$ cat src/rtl/tempsense_scheduler.sv
// tempsense_scheduler: periodic sequencer for the temperature sensor conversion path.
// Raises temp_en once per programmed period, waits for a fresh ADC DONE edge,
// publishes the conversion word with high/low threshold alarms and flags timeouts.
// Optional sample averaging is compiled in with `define TSCHED_AVG_EN, which also
// adds the AVG_LOG2 parameter (log2 of samples averaged per published result).
module tempsense_scheduler #(
    parameter int unsigned DATA_W      = 10,
    parameter int unsigned PERIOD_W    = 16,
    parameter int unsigned TIMEOUT_CYC = 1024
`ifdef TSCHED_AVG_EN
    ,
    parameter int unsigned AVG_LOG2    = 2
`endif
) (
    input  logic                HF_CLK,
    input  logic                RST_sync,
    input  logic                enable,
    input  logic [PERIOD_W-1:0] period,
    input  logic                adc_done,
    input  logic [DATA_W-1:0]   adc_data,
    input  logic [DATA_W-1:0]   thr_hi,
    input  logic [DATA_W-1:0]   thr_lo,
    input  logic                err_clr,
    output logic                temp_en,
    output logic [DATA_W-1:0]   result,
    output logic                result_valid,
    output logic                alarm_hi,
    output logic                alarm_lo,
    output logic                timeout_err,
    output logic                busy
);

    localparam int unsigned TO_W  = (TIMEOUT_CYC > 2) ? $clog2(TIMEOUT_CYC) : 1;
    localparam int unsigned CNT_W = (PERIOD_W > TO_W) ? PERIOD_W : TO_W;
    localparam logic [CNT_W-1:0] TO_LAST = CNT_W'(TIMEOUT_CYC - 1);

    typedef enum logic [1:0] {
        ST_IDLE = 2'd0,
        ST_REQ  = 2'd1,
        ST_GAP  = 2'd2,
        ST_WAIT = 2'd3
    } state_t;

    state_t             state_q, state_d;
    logic [CNT_W-1:0]   cnt_q, cnt_d;
    logic               gap_q, gap_d;
    logic               abort_q, abort_d;
    logic               done_q;
    logic               terr_d;
    logic               done_edge_c;
    logic               sample_ok_c;
    logic               pub_c;
    logic [DATA_W-1:0]  pub_val_c;
    logic [DATA_W-1:0]  result_d;
    logic               rv_d, ahi_d, alo_d;

`ifdef TSCHED_AVG_EN
    localparam int unsigned ACC_W = DATA_W + AVG_LOG2;
    localparam int unsigned SMP_W = (AVG_LOG2 > 0) ? AVG_LOG2 : 1;
    localparam logic [SMP_W-1:0] SMP_LAST = SMP_W'((1 << AVG_LOG2) - 1);

    logic [ACC_W-1:0]   acc_q, acc_d, sum_c;
    logic [SMP_W-1:0]   smp_q, smp_d;
    logic               clr_avg_c;
`endif

    // Rising edge of DONE; a level already high on REQ entry is not an edge.
    assign done_edge_c = adc_done & ~done_q;

    // Next-state logic: conversion request, 2-cycle re-arm gap, period wait.
    always_comb begin
        state_d     = state_q;
        cnt_d       = cnt_q;
        gap_d       = gap_q;
        abort_d     = abort_q;
        terr_d      = err_clr ? 1'b0 : timeout_err;
        sample_ok_c = 1'b0;
        case (state_q)
            ST_IDLE: begin
                if (enable) begin
                    state_d = ST_REQ;
                    cnt_d   = '0;
                    abort_d = 1'b0;
                end
            end
            ST_REQ: begin
                // A conversion in flight is never truncated; a disable only discards it.
                abort_d = abort_q | ~enable;
                if (done_edge_c) begin
                    state_d     = ST_GAP;
                    gap_d       = 1'b0;
                    sample_ok_c = ~(abort_q | ~enable);
                end else if (cnt_q == TO_LAST) begin
                    state_d = ST_GAP;
                    gap_d   = 1'b0;
                    terr_d  = 1'b1;
                end else begin
                    cnt_d = cnt_q + CNT_W'(1);
                end
            end
            ST_GAP: begin
                if (!gap_q) begin
                    gap_d = 1'b1;
                end else if (!enable) begin
                    state_d = ST_IDLE;
                end else if (period == '0) begin
                    state_d = ST_REQ;
                    cnt_d   = '0;
                    abort_d = 1'b0;
                end else begin
                    state_d = ST_WAIT;
                    cnt_d   = CNT_W'(period);
                end
            end
            ST_WAIT: begin
                if (!enable) begin
                    state_d = ST_IDLE;
                end else if (cnt_q <= CNT_W'(1)) begin
                    state_d = ST_REQ;
                    cnt_d   = '0;
                    abort_d = 1'b0;
                end else begin
                    cnt_d = cnt_q - CNT_W'(1);
                end
            end
            default: begin
                state_d = ST_IDLE;
            end
        endcase
    end

    // Result datapath: optional averaging, publication and alarm compare.
    always_comb begin
        pub_c     = 1'b0;
        pub_val_c = adc_data;
`ifdef TSCHED_AVG_EN
        acc_d     = acc_q;
        smp_d     = smp_q;
        sum_c     = acc_q + ACC_W'(adc_data);
        clr_avg_c = (state_q == ST_REQ) && (state_d == ST_GAP) && !sample_ok_c;
        if (clr_avg_c) begin
            acc_d = '0;
            smp_d = '0;
        end else if (sample_ok_c) begin
            if (smp_q == SMP_LAST) begin
                pub_c     = 1'b1;
                pub_val_c = DATA_W'(sum_c >> AVG_LOG2);
                acc_d     = '0;
                smp_d     = '0;
            end else begin
                acc_d = sum_c;
                smp_d = smp_q + SMP_W'(1);
            end
        end
`else
        pub_c     = sample_ok_c;
`endif
        result_d = result;
        rv_d     = 1'b0;
        ahi_d    = alarm_hi;
        alo_d    = alarm_lo;
        if (pub_c) begin
            result_d = pub_val_c;
            rv_d     = 1'b1;
            ahi_d    = (pub_val_c > thr_hi);
            alo_d    = (pub_val_c < thr_lo);
        end
    end

    // State, counters and registered outputs.
    always_ff @(posedge HF_CLK) begin
        if (RST_sync) begin
            state_q      <= ST_IDLE;
            cnt_q        <= '0;
            gap_q        <= 1'b0;
            abort_q      <= 1'b0;
            done_q       <= 1'b0;
            temp_en      <= 1'b0;
            busy         <= 1'b0;
            result       <= '0;
            result_valid <= 1'b0;
            alarm_hi     <= 1'b0;
            alarm_lo     <= 1'b0;
            timeout_err  <= 1'b0;
`ifdef TSCHED_AVG_EN
            acc_q        <= '0;
            smp_q        <= '0;
`endif
        end else begin
            state_q      <= state_d;
            cnt_q        <= cnt_d;
            gap_q        <= gap_d;
            abort_q      <= abort_d;
            done_q       <= adc_done;
            temp_en      <= (state_d == ST_REQ);
            busy         <= (state_d != ST_IDLE);
            result       <= result_d;
            result_valid <= rv_d;
            alarm_hi     <= ahi_d;
            alarm_lo     <= alo_d;
            timeout_err  <= terr_d;
`ifdef TSCHED_AVG_EN
            acc_q        <= acc_d;
            smp_q        <= smp_d;
`endif
        end
    end

endmodule

$ cat config.mk
export PLATFORM = sky130hd
export DESIGN_NAME = tempsense_scheduler
export DESIGN_NICKNAME = d
export VERILOG_FILES = /design/src/rtl/tempsense_scheduler.sv
export SDC_FILE = /design/constraint.sdc
export NUM_CORES = 1
export LEC_CHECK = 0
export CAP_MARGIN = 20
export CORE_UTILIZATION = 54
export CTS_CLUSTER_SIZE = 25
export DETAILED_ROUTE_END_ITERATION = 16
export GPL_TIMING_DRIVEN = 0
export PLACE_DENSITY_LB_ADDON = 0.3
export SETUP_SLACK_MARGIN = 0.2
export SKIP_CTS_REPAIR_TIMING = 1
export SYNTH_ARGS = -nofsm -noshare
export SYNTH_HDL_FRONTEND = slang
export SYNTH_SLANG_ARGS = --single-unit
$ cat constraint.sdc
create_clock -name HF_CLK -period 4.3 [get_ports HF_CLK]
set_input_delay 0.86 -clock HF_CLK [delete_from_list [all_inputs] [get_ports HF_CLK]]
set_output_delay 0.86 -clock HF_CLK [all_outputs]
set_load 0.05 [all_outputs]
* Word-level counts from Yosys, hierarchy flattened
Cells that the tools add are included.
** Storage, ports and cells
- Word-level logic and storage cells :: 78
- Output and inout port bits :: 16
- Bits in registers :: 37
** Operators by class
- $add $sub $neg :: 2
- Bitwise gates (word level) :: 5
- Mux-type cells :: 35
- Reduce and logical (&&, ||, !) cells :: 7
- Magnitude comparators :: 3
- Equal/unequal tests :: 14
** Operators with widths (count)
- $mux 16 :: 8
- $pmux 16 s4 :: 1
- $add 16x1->16 const B :: 1
- $eq 16x10->1 const B :: 1
- $le 16x1->1 const B :: 1
- $logic_not 16->1 :: 1
- $mux 2 :: 8
- $ne 2x2->1 const B :: 8
- $sub 16x1->16 const B :: 1
- $mux 1 :: 15
- $reduce_and 6->1 :: 2
- $gt 10x10->1 :: 1
- $lt 10x10->1 :: 1
- $pmux 2 s4 :: 1
- $eq 2x1->1 const B :: 2
- $eq 2x2->1 const B :: 2
- $pmux 1 s4 :: 1
- $reduce_bool 2->1 :: 2
- $ne 3x3->1 const B :: 1
- $not 1->1 :: 3
- $logic_not 2->1 :: 1
- $pmux 1 s2 :: 1
- $reduce_and 2->1 :: 1
- $and 1x1->1 :: 1
- $or 1x1->1 :: 1

* Logic depth before layout (Yosys ltp)
Gate-level depths: netlist of run 1.
- Word-level depth :: 6
- Depth in mapped cells :: 8

* Worst setup path after synthesis of run 1
No wires, ideal clock.
- Path type :: input-to-reg
- Start point :: input period[3]
- End point :: register cnt_q[2]
- Required time :: 4.183 ns
- Stages :: 6
- Library setup time :: 0.117 ns
- Path slack :: 2.212 ns
- Data arrival time :: 1.971 ns
- Cells stage by stage :: nor4_1 > a41oi_1 > clkbuf_1 > a22oi_1 > o21ai_0 > a22o_1
** Between the ends
- Word-level cells in the longest chain between the ends :: 5
** Ends and longest elaborated chain
- start, declared :: line 18 : input logic [PERIOD_W-1:0] period,
- $logic_not 16->1 :: line 106 : end else if (period == '0) begin
- $mux 16 :: line 106
- $mux 16 :: line 104 : end else if (!enable) begin
- $mux 16 :: line 102 : if (!gap_q) begin
- $pmux 16 s4 :: line 78 : case (state_q)
- end signal, assigned :: line 191 : cnt_q <= cnt_d;
- end, declared :: line 45 : logic [CNT_W-1:0] cnt_q, cnt_d;
Every way passes these cells. The select of a mux whose other input is x is not followed.
A chain may end at the register's enable or synchronous reset.

* Worst setup path in the final report of run 1
Ends and elaborated chain as after synthesis.

==> summary.txt, run 1 <==
Worst setup path
  • CP Class: input pin to flop
  • CP Launch Type: input pin
  • Crit-path max cell delay: ~0.55 ns
  • CP Data Arrival Time: roughly 3.1 ns
  • CP max stage cell: nor4_1
  • Worst path cell trace: clkdlybuf4s50_1 > nor4_1 > a41oi_1 > clkbuf_1 > a22oi_1 > o21ai_0 > a22o_1
  • CP Data Required Time: 4.50 ns
  • CP max FO: 10
  • CP endpoint kind: flop

Synth
  • Syn Inst Count: 348
  • Yosys cell types: 62
  • Ys async rst share: 0%
  • Synth Warn #: 0
  • Synth Net Count: 421
  • Synthesized flop and latch total: 37
  • Post-synth EDFFs: 0
  • Sequential fraction of the synthesis area: 26.3%
  • Post-Syn Area: around 2800 um^2
  • Ys flop type: dfxtp_1
  • Average size of a mapped cell: 8.08 um^2

Timing
  • Fmax: about 350 MHz
  • Setup TNS: 0 ns
  • Period utilization: 66.4%
  • Final hold vios: 0
  • Unrepaired setup endpoints after global routing: no
  • Final slew viol count: 0
  • Skew final: 0.00862 ns
  • Post-layout min period: 2.86 ns
  • Slew headroom: 35.3%
  • Worst-margin pin slew: 0.962 ns
  • Setup Viol. Count Final: 0
  • Hold Slack: 0.467 ns

Detailed routing
  • Vias/cell: approximately 6.3
  • Antenna Nets Post-Route: 0
  • Total Wirelength: 8.24 mm
  • DR DRC count: 0
  • Via count: 3054
  • Iter 0 DRT Violations: 454
  • Wire per inst: 16.9 um
  • DRT Pass-1 Iters: 5

Global route
  • Met3 Use GR: 6.78%
  • Initial antenna violation count: 0
  • GRT Total Usage: 31.4%
  • GR Layer Usage met1: 42.8%
  • Top Usage Layer GRT: met2
  • GR Layer Usage met2: 49.3%
  • Pin count of the biggest net entering global routing: 13
  • Remaining Overflow, GRT: 0
  • First-pass GRT wire length: 13.1 mm
  • Number of global-route vias before repair: about 2800

Layout
  • Final Cell Area: between 3000 and 4000 um^2
  • Antenna Cells: 0
  • Area growth, synth to finish: 29.2%
  • Most frequent cells in the layout: clkdlybuf4s50_1 (65), dfxtp_1 (37), nand2_1 (33), inv_1 (26), a21oi_1 (24)
  • Commonest non-fill, non-tap cell in the layout: clkdlybuf4s50_1
  • Finished Layout Cells: just under 500
  • Layout cell share with drive strength beyond 1: 10.5%
  • Nets: 493

Run status
  • Outcome: finished clean

Placement
  • Hpwl dp: 6.33 mm
  • Area after DPL: approximately 3500 um^2
  • DP Cell Count: 480
  • RePlAce Congestion: 0.970
  • # port buffers: 65

Floorplan
  • Initial Utilization: 57.6%
  • I/O pin count: 67
  • Core Box Area: 4880 um^2
  • Chip Width: between 70 and 80 um
  • Die ar.: roughly 5500 um^2
  • Cell Rows: 25
  • Height of the chip: 74.2 um

CTS
  • Clock root buffer: clkbuf_8
  • CTS Buffer Depth: 2
  • CTS buffer count: 5
  • Clock transition at path regs: 0.08 ns
  • H-Tree Level Count: 2
  • Sink Count: 37
  • CTS tree: done
  • Worst skew pair latency: roughly 0.30 ns

Power
  • Total power draw: 854 uW
  • Leakage: around 1.5 nW
  • Maximum VDD drop: about 0.19 mV
  • Pwr dens: 235 nW/um^2

Hold path
  • Hold Path Class: flop to flop

Flow run
  • Max Cap Viol: 0
[worst max-delay path, delay by kind of cell]
kind / cells / cell delay [ns]
AO/OA/AOI/OAI: 4 / 0.87
AND/OR/NAND/NOR: 1 / 0.55
buffers and inverters: 2 / 0.77
[final timing paths]
kind	start	endpoint	slack, ns	depth (start not counted)
setup / recovery	period[3]	cnt_q[2]$_SDFFE_PP0P_	1.44	7
hold reg to reg	result[0]$_SDFFE_PP0P_	result[0]$_SDFFE_PP0P_	0.47	2
hold / removal	result[0]$_SDFFE_PP0P_	result[0]$_SDFFE_PP0P_	0.47	2
setup reg to reg	cnt_q[0]$_SDFFE_PP0P_	cnt_q[4]$_SDFFE_PP0P_	1.98	7
[logic make-up (layout without fill, tap and decap cells)]
family	after synthesis	in the layout	share of synthesized area, %
adder cells (fa/ha/maj)	22	22	9.79
buffers and inverters	47	120	7.61
flip-flops	37	37	26.3
XOR/XNOR	13	13	4.05
AND/OR/NAND/NOR	125	125	25.1
AO/OA/AOI/OAI	104	104	27.1
[power by group]
group | internal, mW | switching (mW)
registers | 0.352 | 0.00775
logic | 0.106 | 0.129
clock network | 0.115 | 0.145
[cell usage after synthesis (5+ instances only)]
master / count / share of area, %
dfxtp_1: 37 / 26
nand2_1: 33 / 4.4
inv_1: 26 / 3.5
a21oi_1: 24 / 4.3
ha_1: 22 / 9.8
nor2_1: 20 / 2.7
nand3_1: 11 / 2.0
clkbuf_1: 10 / 1.3
nor3_1: 10 / 1.8
nor4_1: 9 / 2.0
o21ai_0: 9 / 1.6
o21ai_2: 9 / 2.8
a22oi_1: 8 / 2.1
xnor2_1: 8 / 2.5
o2bb2ai_1: 7 / 2.2
a21o_1: 6 / 1.6
and3_1: 6 / 1.3
buf_2: 6 / 1.1
nand4_1: 6 / 1.3
xor2_1: 5 / 1.6
[through the flow]
step | setup WS, ns | utilization, %
detailed placement | 1.31 | 72.7
finish | 1.44 | 74.5
global placement | 1.30 | 72.7
CTS | 1.62 | 74.5
floorplan | 2.21 | -
global route | 1.37 | 74.5
[state kept, by name, summed over array words and instances (netlist names)]
name	count
result	10
abort_q	1
timeout_err	1
result_valid	1
busy	1
temp_en	1
alarm_lo	1
done_q	1
gap_q	1
alarm_hi	1
state_q	2
cnt_q	16
[cell type report]
cell class,instances,area [um^2]
plain buffers,21,116
multi-input cells,264,1860
flip-flops and latches,37,741
well taps,67,83.8
repair buffers,65,651
clock buffers,6,72.6
fillers,378,1250
clock inverters,2,15.0
inverters,26,97.6
[layer usage]
metal,share of wire (%),vias to the layer above
li1,-,1429
met1,43,1398
met2,44,202
met3,11,25
met4,1.9,0
met5,0,-
(Power assumes the default switching activity.)
==> run 2, diff against run 1 <==
--- a/config.mk
+++ b/config.mk
@@ -6,7 +6,7 @@
 export NUM_CORES = 1
 export LEC_CHECK = 0
 export CAP_MARGIN = 20
-export CORE_UTILIZATION = 54
+export CORE_UTILIZATION = 46
 export CTS_CLUSTER_SIZE = 25
 export DETAILED_ROUTE_END_ITERATION = 16
 export GPL_TIMING_DRIVEN = 0
==> constraint.sdc (replaced) <==
create_clock -name HF_CLK -period 2.4 [get_ports HF_CLK]
set_input_delay 0.48 -clock HF_CLK [delete_from_list [all_inputs] [get_ports HF_CLK]]
set_output_delay 0.48 -clock HF_CLK [all_outputs]
set_load 0.05 [all_outputs]
==> run 2 against run 1 <==
Against the previous run: hold slack lost 0.0055 ns; final area grew 4.0%; critical path depth is the same; clock power grew 130%; flip-flop and latch count is the same; non-clock buffer count grew 4; wire length grew 0.59%; first-iteration DRC count shrank 38%; clock skew grew 0.0033 ns; final cell count grew 2.5%; critical path type unchanged; largest cell class unchanged.
==> summary.txt, run 2 (same netlist as run 1, synthesis figures left out) <==
Worst setup path
  • CP Class: input pin to flop
  • FF-to-FF Start: cnt_q[10]$_SDFFE_PP0P_
  • CP Data Required Time: about 2.6 ns
  • Reg2reg end: cnt_q[14]$_SDFFE_PP0P_
  • Crit-path max cell delay: about 0.47 ns
  • R2R Setup Slk: roughly 0.33 ns
  • Setup crit start: period[1]
  • CP Data Arrival Time: 2.30 ns
  • CP Launch Type: input pin
  • CP endpoint kind: flop
  • CP max FO: 10
  • CP max stage cell: clkdlybuf4s50_1
  • R2r worst-path depth: 8
  • Worst path cell trace: clkdlybuf4s50_1 > nor4_2 > a41oi_2 > buf_2 > a22oi_1 > o21ai_0 > a22o_1

Run status
  • Outcome: finished clean

Placement
  • Hpwl dp: 6.22 mm
  • Dpl ws: -0.205 ns
  • # port buffers: 65
  • RePlAce Congestion: 0.926

Detailed routing
  • Via count: ~3000
  • DR DRC count: 0
  • Iter 0 DRT Violations: 280
  • Wire per inst: 16.6 um
  • DRT Pass-1 Iters: 5
  • Total Wirelength: 8.29 mm
  • Vias/cell: 5.91
  • Antenna Nets Post-Route: 0

Power
  • Maximum VDD drop: 0.311 mV
  • Pwr dens: 438 nW/um^2
  • Leakage: 1.51 nW

Layout
  • Area growth, synth to finish: 34.4%
  • Storage cell area: 743 um^2
  • Nets: a little under 500
  • Biggest regs: cnt_q x16, result x10, state_q x2
  • Area of the multi-input gates: 1930 um^2
  • # fillers: 540
  • Largest register by flop count: cnt_q
  • Max reg flops: 16
  • Layout cell share with drive strength beyond 1: 14.6%
  • Commonest non-fill, non-tap cell in the layout: clkdlybuf4s50_1
  • Antenna Cells: 0
  • Most frequent cells in the layout: clkdlybuf4s50_1 (65), dfxtp_1 (35), nand2_1 (33), inv_1 (25), a21oi_1 (24)

Timing
  • Final hold vios: 0
  • Hold Slack: roughly 0.46 ns
  • Slew headroom: 52.9%
  • Setup WS post-layout: 0.289 ns
  • Skew final: about 0.012 ns
  • Final slew viol count: 0
  • Unrepaired setup endpoints after global routing: no
  • Fmax: between 400 and 500 MHz
  • Post-layout min period: between 2 and 2.5 ns
  • Period utilization: slightly below 90%
  • Setup Viol. Count Final: 0
  • Worst-margin pin slew: 0.701 ns

Global route
  • Number of global-route vias before repair: 2870
  • Remaining Overflow, GRT: 0
  • Initial antenna violation count: 0
  • GRT Total Usage: 27.2%
  • Pin count of the biggest net entering global routing: 12
  • First-pass GRT wire length: 13.5 mm

Floorplan
  • Height of the chip: 80.2 um
  • I/O pin count: 67
  • Core Box Area: 5920 um^2
  • Die ar.: 6430 um^2
  • Initial Utilization: 47.5%
  • Cell Rows: 28
  • Chip Width: 80.2 um

CTS
  • H-Tree Level Count: 2
  • Worst skew pair latency: approximately 0.31 ns
  • CTS Buffer Depth: 2
  • Sink Count: 37
  • Clock transition at path regs: 0.07 ns
  • CTS buffer count: 5
  • CTS tree: done
  • Clock root buffer: clkbuf_8

Hold path
  • Hold Path Class: flop to flop
  • Worst Min Path Start: result[9]$_SDFFE_PP0P_
  • Worst Hold Path EP: result[9]$_SDFFE_PP0P_
  • Hold depth: 2

Flow run
  • Max Cap Viol: 0
==> run 2: worst max-delay path: cells and delay by family <==
family | cells | cell delay [ns]
buffers and inverters | 2 | 0.71
AND/OR/NAND/NOR | 1 | 0.38
AO/OA/AOI/OAI | 4 | 0.72
==> run 2: stage by stage <==
stage	power (mW)	cells	instance area (um^2)	TNS, ns	util, %
floorplan	0.896	348	2810	0	-
global placement	1.06	488	3560	-1.66	60.1
detailed placement	1.07	488	3560	-1.57	60.1
CTS	1.64	496	3670	0	62.0
global route	1.73	500	3780	0	63.8
finish	1.66	500	3780	0	63.8
==> run 2: area by class of cell <==
class	instances	area share [%]
Tap cell	75	2.48
Timing Repair Buffer	69	18.0
Sequential cell	37	19.7
Buffer	21	3.18
Clock buffer	7	2.28
Clock inverter	1	0.794
Multi-Input combinational cell	264	51.0
Inverter	26	2.58
==> run 2: how the worst max path moves through the flow <==
stage	end	slack, ns
detailed placement	cnt_q[2]$_SDFFE_PP0P_	-0.21
floorplan	cnt_q[4]$_SDFFE_PP0P_	0.54
global placement	cnt_q[2]$_SDFFE_PP0P_	-0.22
global route	result[3]$_SDFFE_PP0P_	0.20
CTS	cnt_q[5]$_SDFFE_PP0P_	0.10
finish	cnt_q[2]$_SDFFE_PP0P_	0.29
==> run 2: per-layer routing <==
layer | wire length [um] | vias up | share of wire, % | GRT usage [%]
met5 | 0 | - | 0 | 0
met4 | 171 | 0 | 2.1 | 14.1
met3 | 587 | 17 | 7.1 | 6.36
met2 | 3880 | 125 | 47 | 43.2
met1 | 3650 | 1381 | 44 | 34.1
li1 | - | 1433 | - | -
==> run 2: power by group <==
group | total (mW) | internal [mW] | switching, mW
clock | 0.583 | 0.339 | 0.244
sequential | 0.646 | 0.631 | 0.0147
combinational | 0.428 | 0.195 | 0.233
total | 1.66 | 1.16 | 0.491
